$ cat config.mk
export PLATFORM = sky130hd
export DESIGN_NAME = pipe_stall_ctrl
export DESIGN_NICKNAME = d
export VERILOG_FILES = /design/src/rtl/pipe_stall_ctrl_pkg.sv /design/src/rtl/pipe_stall_ctrl.sv
export SDC_FILE = /design/constraint.sdc
export NUM_CORES = 1
export LEC_CHECK = 0
export ABC_AREA = 0
export CAP_MARGIN = 10
export CORE_MARGIN = 3
export CORE_UTILIZATION = 41
export CTS_CLUSTER_DIAMETER = 200
export DETAILED_ROUTE_END_ITERATION = 12
export PLACE_DENSITY = 0.94
export SKIP_LAST_GASP = 1
export SLEW_MARGIN = 20
export SYNTH_ARGS = -nofsm -noshare
export SYNTH_HDL_FRONTEND = slang
export SYNTH_SLANG_ARGS = --single-unit
$ cat constraint.sdc
create_clock -name clk -period 4.6 [get_ports clk]
set_input_delay 0.92 -clock clk [delete_from_list [all_inputs] [get_ports clk]]
set_output_delay 0.92 -clock clk [all_outputs]
set_load 0.01 [all_outputs]
$ cat src/rtl/pipe_stall_ctrl_pkg.sv
// Shared constants, FSM state encoding and pipeline-control payload for the
// pipeline stall/flush controller.
package pipe_stall_ctrl_pkg;

  localparam int unsigned REG_W       = 5;
  localparam int unsigned OPC_W       = 6;
  localparam int unsigned CNT_W       = 6;
  localparam int unsigned MUL_LAT_DEF = 4;
  localparam int unsigned DIV_LAT_DEF = 32;

  localparam logic [OPC_W-1:0] OPC_LW = 6'b100011;

  typedef enum logic [1:0] {
    ST_IDLE    = 2'd0,
    ST_MD_RUN  = 2'd1,
    ST_MD_DONE = 2'd2
  } md_state_e;

  typedef struct packed {
    logic pc_we;
    logic if_id_we;
    logic if_id_flush;
    logic id_ex_bubble;
  } pipe_ctrl_t;

endpackage

$ cat src/rtl/pipe_stall_ctrl.sv
// Pipeline hazard controller: load-use stall, taken-branch flush and HI/LO
// multiply/divide occupancy tracking.
module pipe_stall_ctrl
  import pipe_stall_ctrl_pkg::*;
#(
  parameter int unsigned MUL_LAT = MUL_LAT_DEF,
  parameter int unsigned DIV_LAT = DIV_LAT_DEF
) (
  input  logic             clk,
  input  logic             rst_n,
  input  logic [REG_W-1:0] id_rs,
  input  logic [REG_W-1:0] id_rt,
  input  logic [OPC_W-1:0] ex_opcode,
  input  logic [REG_W-1:0] ex_write_reg,
  input  logic             ex_branch_taken,
  input  logic             id_md_start,
  input  logic             id_md_is_div,
  input  logic             id_uses_hilo,
  output logic             pc_we,
  output logic             if_id_we,
  output logic             if_id_flush,
  output logic             id_ex_bubble,
  output logic             md_busy,
  output logic             md_done
);

  localparam logic [CNT_W-1:0] MUL_CNT_INIT = CNT_W'(MUL_LAT - 1);
  localparam logic [CNT_W-1:0] DIV_CNT_INIT = CNT_W'(DIV_LAT - 1);

  md_state_e        r_state;
  md_state_e        w_state_nxt;
  logic [CNT_W-1:0] r_md_cnt;
  logic [CNT_W-1:0] w_md_cnt_nxt;
  logic             w_load_use;
  logic             w_md_hazard;
  logic             w_md_accept;
  pipe_ctrl_t       w_ctrl;

  // Hazard detection; a LW targeting $0 never creates a dependency.
  always_comb begin
    w_load_use  = (ex_opcode == OPC_LW) && (ex_write_reg != '0) &&
                  ((ex_write_reg == id_rs) || (ex_write_reg == id_rt));
    w_md_hazard = (r_state == ST_MD_RUN) && (id_md_start || id_uses_hilo);
    w_md_accept = id_md_start && (r_state != ST_MD_RUN) &&
                  !w_load_use && !ex_branch_taken;
  end

  // Stall/flush decode, taken branch wins over any stall.
  always_comb begin
    w_ctrl.pc_we        = 1'b1;
    w_ctrl.if_id_we     = 1'b1;
    w_ctrl.if_id_flush  = 1'b0;
    w_ctrl.id_ex_bubble = 1'b0;
    if (ex_branch_taken) begin
      w_ctrl.if_id_flush  = 1'b1;
      w_ctrl.id_ex_bubble = 1'b1;
    end else if (w_load_use || w_md_hazard) begin
      w_ctrl.pc_we        = 1'b0;
      w_ctrl.if_id_we     = 1'b0;
      w_ctrl.id_ex_bubble = 1'b1;
    end
  end

  // Next state; a running operation is never aborted by a younger branch.
  always_comb begin
    w_state_nxt  = r_state;
    w_md_cnt_nxt = r_md_cnt;
    case (r_state)
      ST_IDLE, ST_MD_DONE: begin
        if (w_md_accept) begin
          w_state_nxt  = ST_MD_RUN;
          w_md_cnt_nxt = id_md_is_div ? DIV_CNT_INIT : MUL_CNT_INIT;
        end else begin
          w_state_nxt  = ST_IDLE;
          w_md_cnt_nxt = '0;
        end
      end
      ST_MD_RUN: begin
        if (r_md_cnt == '0) begin
          w_state_nxt = ST_MD_DONE;
        end else begin
          w_md_cnt_nxt = r_md_cnt - CNT_W'(1);
        end
      end
      default: begin
        w_state_nxt  = ST_IDLE;
        w_md_cnt_nxt = '0;
      end
    endcase
  end

  always_ff @(posedge clk or negedge rst_n) begin
    if (!rst_n) begin
      r_state  <= ST_IDLE;
      r_md_cnt <= '0;
    end else begin
      r_state  <= w_state_nxt;
      r_md_cnt <= w_md_cnt_nxt;
    end
  end

  assign pc_we        = w_ctrl.pc_we;
  assign if_id_we     = w_ctrl.if_id_we;
  assign if_id_flush  = w_ctrl.if_id_flush;
  assign id_ex_bubble = w_ctrl.id_ex_bubble;
  assign md_busy      = (r_state == ST_MD_RUN);
  assign md_done      = (r_state == ST_MD_DONE);

endmodule

-- After elaboration in Yosys (flattened, before gate mapping)
Index checks and enable logic that the tools add are counted.
Widths: inputs -> output; s select.
- register bits: 8
- output and inout bits: 6
- input port bits: 27
- logic and storage cells: 38
- add/subtract/negate cells: 1
- equal/unequal tests: 8
- reductions and logical operators: 15
- muxes and demuxes: 12
- operators with widths (cell ; count):
    $pmux 6 s2 ; 1
    $eq 5x5->1 ; 2
    $mux 5 ; 2
    $eq 6x6->1 const B ; 1
    $logic_and 1x1->1 ; 6
    $logic_not 6->1 ; 1
    $mux 2 ; 3
    $mux 6 ; 1
    $sub 6x1->6 const B ; 1
    $reduce_bool 5->1 ; 1
    $mux 1 ; 4
    $ne 2x1->1 const B ; 2
    $pmux 2 s2 ; 1
    $logic_or 1x1->1 ; 3
    $eq 2x1->1 const B ; 1
    $eq 2x2->1 const B ; 1
    $logic_not 1->1 ; 2
    $logic_not 2->1 ; 1
    $ne 2x2->1 const B ; 1
    $reduce_or 2->1 ; 1

-- Logic depth before layout (Yosys ltp)
- depth in word-level cells: 8
- gate-level depth with buffers: 7

-- Worst setup path before layout
OpenSTA, ideal clock, no wires.
- path kind: input to output
- start: in ex_write_reg[1]
- end: out pc_we
- path slack: 1.493 ns
- data arrival time: 2.187 ns
- stages on the path: 5
- path through: or4_1 -> o211ai_2 -> nor2_1 -> a21oi_1 -> buf_4
- word-level cells in the longest chain between the ends: 6
- elaborated cells on any way between the ends: 9
- those cells by class: eq/ne (2); mux (2); reduce/logical (5)
- RTL lines (item ; RTL line ; source):
    start: declaration ; pipe_stall_ctrl.sv:14 ; input logic [REG_W-1:0] ex_write_reg,
    $eq 5x5->1 / $reduce_bool 5->1 (equally long branches) ; pipe_stall_ctrl.sv:42, pipe_stall_ctrl.sv:41 ;
    $logic_or 1x1->1 / $logic_and 1x1->1 (equally long branches) ; pipe_stall_ctrl.sv:42, pipe_stall_ctrl.sv:41 ;
    $logic_and 1x1->1 (*) ; pipe_stall_ctrl.sv:41 ; w_load_use = (ex_opcode == OPC_LW) && (ex_write_reg != '0) &&
    $logic_or 1x1->1 (*) ; pipe_stall_ctrl.sv:57 ; end else if (w_load_use || w_md_hazard) begin
    $mux 2 (*) ; pipe_stall_ctrl.sv:57 ;
    $mux 2 (*) ; pipe_stall_ctrl.sv:54 ; if (ex_branch_taken) begin
    end: declaration ; pipe_stall_ctrl.sv:19 ; output logic pc_we,
Mark *: on every way between the ends. The rest lies on a longest branch, timed or not.

-- Worst setup path after layout
- start: in ex_write_reg[2]
- end: out if_id_we
- word-level cells in the longest chain between the ends: 6
- elaborated cells on any way between the ends: 9
- those cells by class: eq/ne (2); mux (2); reduce/logical (5)
- RTL lines (item ; RTL line ; source):
    $eq 5x5->1 / $reduce_bool 5->1 (equally long branches) ; pipe_stall_ctrl.sv:42, pipe_stall_ctrl.sv:41 ;
    $logic_or 1x1->1 / $logic_and 1x1->1 (equally long branches) ; pipe_stall_ctrl.sv:42, pipe_stall_ctrl.sv:41 ;
    $logic_and 1x1->1 (*) ; pipe_stall_ctrl.sv:41 ;
    $logic_or 1x1->1 (*) ; pipe_stall_ctrl.sv:57 ;
    $mux 2 (*) ; pipe_stall_ctrl.sv:57 ;
    $mux 2 (*) ; pipe_stall_ctrl.sv:54 ;
    end: declaration ; pipe_stall_ctrl.sv:20 ; output logic if_id_we,
Marks and branches as above.

==> results.md <==
* Clock power share at 12.1%
* Initial DRC Count at 38
* Slew @ Worst Pin at 0.629 ns
* Netlist cell types at 28
* Synthesized net count at ~110
* Worst Path Buf+Inv at 2
* Worst-Skew Late Latency at 0.26 ns
* I/O Buffers at 32
* Crit-path cells: clkdlybuf4s50_1 > or4_1 > o211ai_2 > nor2_1 > a21oi_1 > clkdlybuf4s50_1
* CP arrival at between 3 and 4 ns
* Fmax at between 200 and 250 MHz
* Final TNS setup at 0 ns
* Ratio of cells with drive above 1 in the final layout at 7.21%
* Seq/Total Area, Yosys at about 31%
* Result of the run: finished clean
* Sequential cell area at 200 sq um
* Hold Worst Slack at 0.574 ns
* Hold_buf cts at 0
* Yosys top cell area share at 30.8%
* Psw at slightly below 0.2 mW
* Slowest stage delay, CP at 0.57 ns
* Sink Count at 8
* LEAKAGE at 0.416 nW
* Vias at 755
* Global routing met3 resource utilization at 3.95%
* Syn_area_per_cell at 8.45 sq um
* Final wirelength at 2110 um
* Min Clock Period, post-route at around 4.0 ns
* Fin nets at 141
* Antenna-violating nets left at 0
* DRC Markers at 0
* Synth warn at 0
* Ranking of synthesized cells by area: dfrtp_1 31%, xnor2_1 15%, a21oi_1 5.4%
* Total core area at 1400 sq um
* # resized after CTS at 0
* Hold path start: r_md_cnt[5]$_DFFE_PN0P_
* Flip-flop and latch count after synthesis at 8
* Overall global routing resource usage at 22.7%
* Area leader, netlist: dfrtp_1
* Largest net degree at the start of global routing at 9
* Drt first pass iters at 4
* Avg WL per Cell at approximately 17 um
* Initial Util at 46.5%
* CP most frequent cell: clkdlybuf4s50_1
* Boundary Pins at 33
* Final Total Pwr at 0.455 mW
* Utilization after layout at between 70% and 80%
* RePlAce Congestion at 0.770
* Met2 Usage GRT at ~37%
* Clk buf depth at 2
* Worst Setup SP: ex_write_reg[2]
* PwrDens at between 400 and 500 nW/um^2
* Worst R2R Start: r_md_cnt[0]$_DFFE_PN0P_
* CP max-delay cell: or4_1
* Max VDD drop at 265 uV
* Top Usage Layer GRT: met2
* Switch share at between 40% and 50%
* Clock skew at 0.00353 ns
* Pint at 0.261 mW
* Area Overhead vs Synth at 54.4%
* Final hold viol count at 0
* Die Y-Extent at 45.8 um
* Via density at 5.99
* TritonCTS Buffers at 3
* Sequential Power Share at 28.7%
* Fillers at 102
* Slew Viols, Final at 0
* Count of final setup violators at 0
* CTS tree: done
* Max-cap violations at 0
* Crit Path Max Fanout at 5
* Gr ovfl total at 0
* Critical Path End Type: output pin
* Number of global-route vias before repair at 719
* Clock transition at path regs at 0.06 ns
* FP Rows at 13
* Antenna cells at 0
* CTS H-Tree Depth at 1
* Worst hold path class: reg -> reg
* Cells after synthesis at 77
* Multi-input logic area at 420 sq um
* WP data required at around 3.7 ns
* Area of the die at 2100 sq um
* Postcts setup bufs at 0
* CP delay by family, top: buffers and inverters
* Global-route wire length before repair at 3510 um
* Startpoint types: input pin
* Unrepaired setup endpoints after global routing: no
* Initial antenna violation count at 0
* Die Span X at 45.8 um
* Root buffer cell: clkbuf_4
* Relative slew slack at between 50 and 60%
* Cell area after synthesis at 651 sq um
* Met1 usage at a little over 30%
* Combinational power share at 59.1%
* Hpwl dp at approximately 1700 um
* Crit Path Category: in -> out
* Final period util at 87.2%
==> flip-flops by register name, summed over array words and instances (netlist names) <==
signal	count
r_md_cnt	6
r_state	2
==> synth_stat cells <==
cell type	count
or4_4	1
nor2b_1	1
nor3_1	2
o21ai_0	1
mux2i_1	1
nand2_1	6
xor2_1	1
or4_1	2
o22ai_1	1
a41o_1	1
a21oi_1	7
or2_2	1
buf_4	2
dfrtp_1	8
a21o_1	1
inv_1	4
nand2b_1	2
nor3b_1	2
o21bai_1	2
a211oi_2	1
and4b_1	1
xnor2_1	11
ha_1	1
nand3_1	4
o31ai_1	1
nor2_1	8
o211ai_1	3
o211ai_2	1
==> final timing paths <==
kind                       cells after the start                 endpoint  slack, ns
min reg2reg                                    2  r_md_cnt[5]$_DFFE_PN0P_       0.57
max reg2reg                                    7  r_md_cnt[1]$_DFFE_PN0P_       2.56
max in group asynchronous                      1   r_state[0]$_DFFE_PN0P_       3.38
max                                            6                 if_id_we       0.59
min in group asynchronous                      1  r_md_cnt[0]$_DFFE_PN0P_       0.94
min                                            2  r_md_cnt[5]$_DFFE_PN0P_       0.57
==> power by group through the flow <==
stage / logic, mW / registers (mW) / clock network (mW)
after floorplan: 0.171 / 0.121 / 0
after global placement: 0.247 / 0.126 / 0
after detailed placement: 0.258 / 0.129 / 0
after CTS: 0.264 / 0.129 / 0.0541
after global routing: 0.297 / 0.133 / 0.0579
final: 0.269 / 0.131 / 0.0552
==> metal layers <==
metal  vias up  part of all wire (%)  wire, um
met4         0                   3.9        83
met1       355                    41       855
met2        43                    49      1040
met5         -                     0         0
met3        12                   6.4       135
li1        345                     -         -
==> final cells by class <==
| class | instances | area share (%) |
|---|---|---|
| inverter | 4 | 1.49 |
| multi-input combinational | 63 | 41.8 |
| sequential | 8 | 19.9 |
| tap | 15 | 1.87 |
| clock buffer | 3 | 2.24 |
| timing repair buffer | 33 | 32.6 |
==> cells by family (layout without fill, tap and decap cells) <==
kind of cell    count (synthesis)  count (layout)  synth area share [%]
fa+ha+maj                       1               1                  1.92
mux                             1               1                  1.54
buf+inv                         6              40                  4.61
simple gates                   30              30                  24.4
xor+xnor                       12              12                  16.2
compound gates                 19              19                  20.6
flops                           8               8                  30.8
==> metrics by stage <==
stage               setup slack [ns]  area, sq um  cells
CTS                            0.609         1000    126
floorplan                       1.49          651     77
global route                   0.456         1000    126
global placement               0.686          982    123
finish                         0.587         1000    126
detailed placement             0.608          982    123
==> cell usage in the layout (no fill, tap or decap), types with 2 or more instances in the layout <==
| master | count |
|---|---|
| or4_1 | 2 |
| inv_1 | 4 |
| dfrtp_1 | 8 |
| clkbuf_4 | 3 |
| o21bai_1 | 2 |
| xnor2_1 | 11 |
| o211ai_1 | 3 |
| nor2_1 | 8 |
| nor3b_1 | 2 |
| nand3_1 | 4 |
| nand2b_1 | 2 |
| clkdlybuf4s50_1 | 32 |
| a21oi_1 | 7 |
| nor3_1 | 2 |
| nand2_1 | 6 |
==> worst reg2reg max path, stage by stage, from the launching register on <==
cell and delay (ns):
dfrtp_1 0.41, inv_1 0.11, ha_1 0.21, nor3b_1 0.55
nand3_1 0.28, inv_1 0.14, nor3_1 0.06, a21oi_1 0.18
No activity file was read; power rests on OpenSTA's default activity.
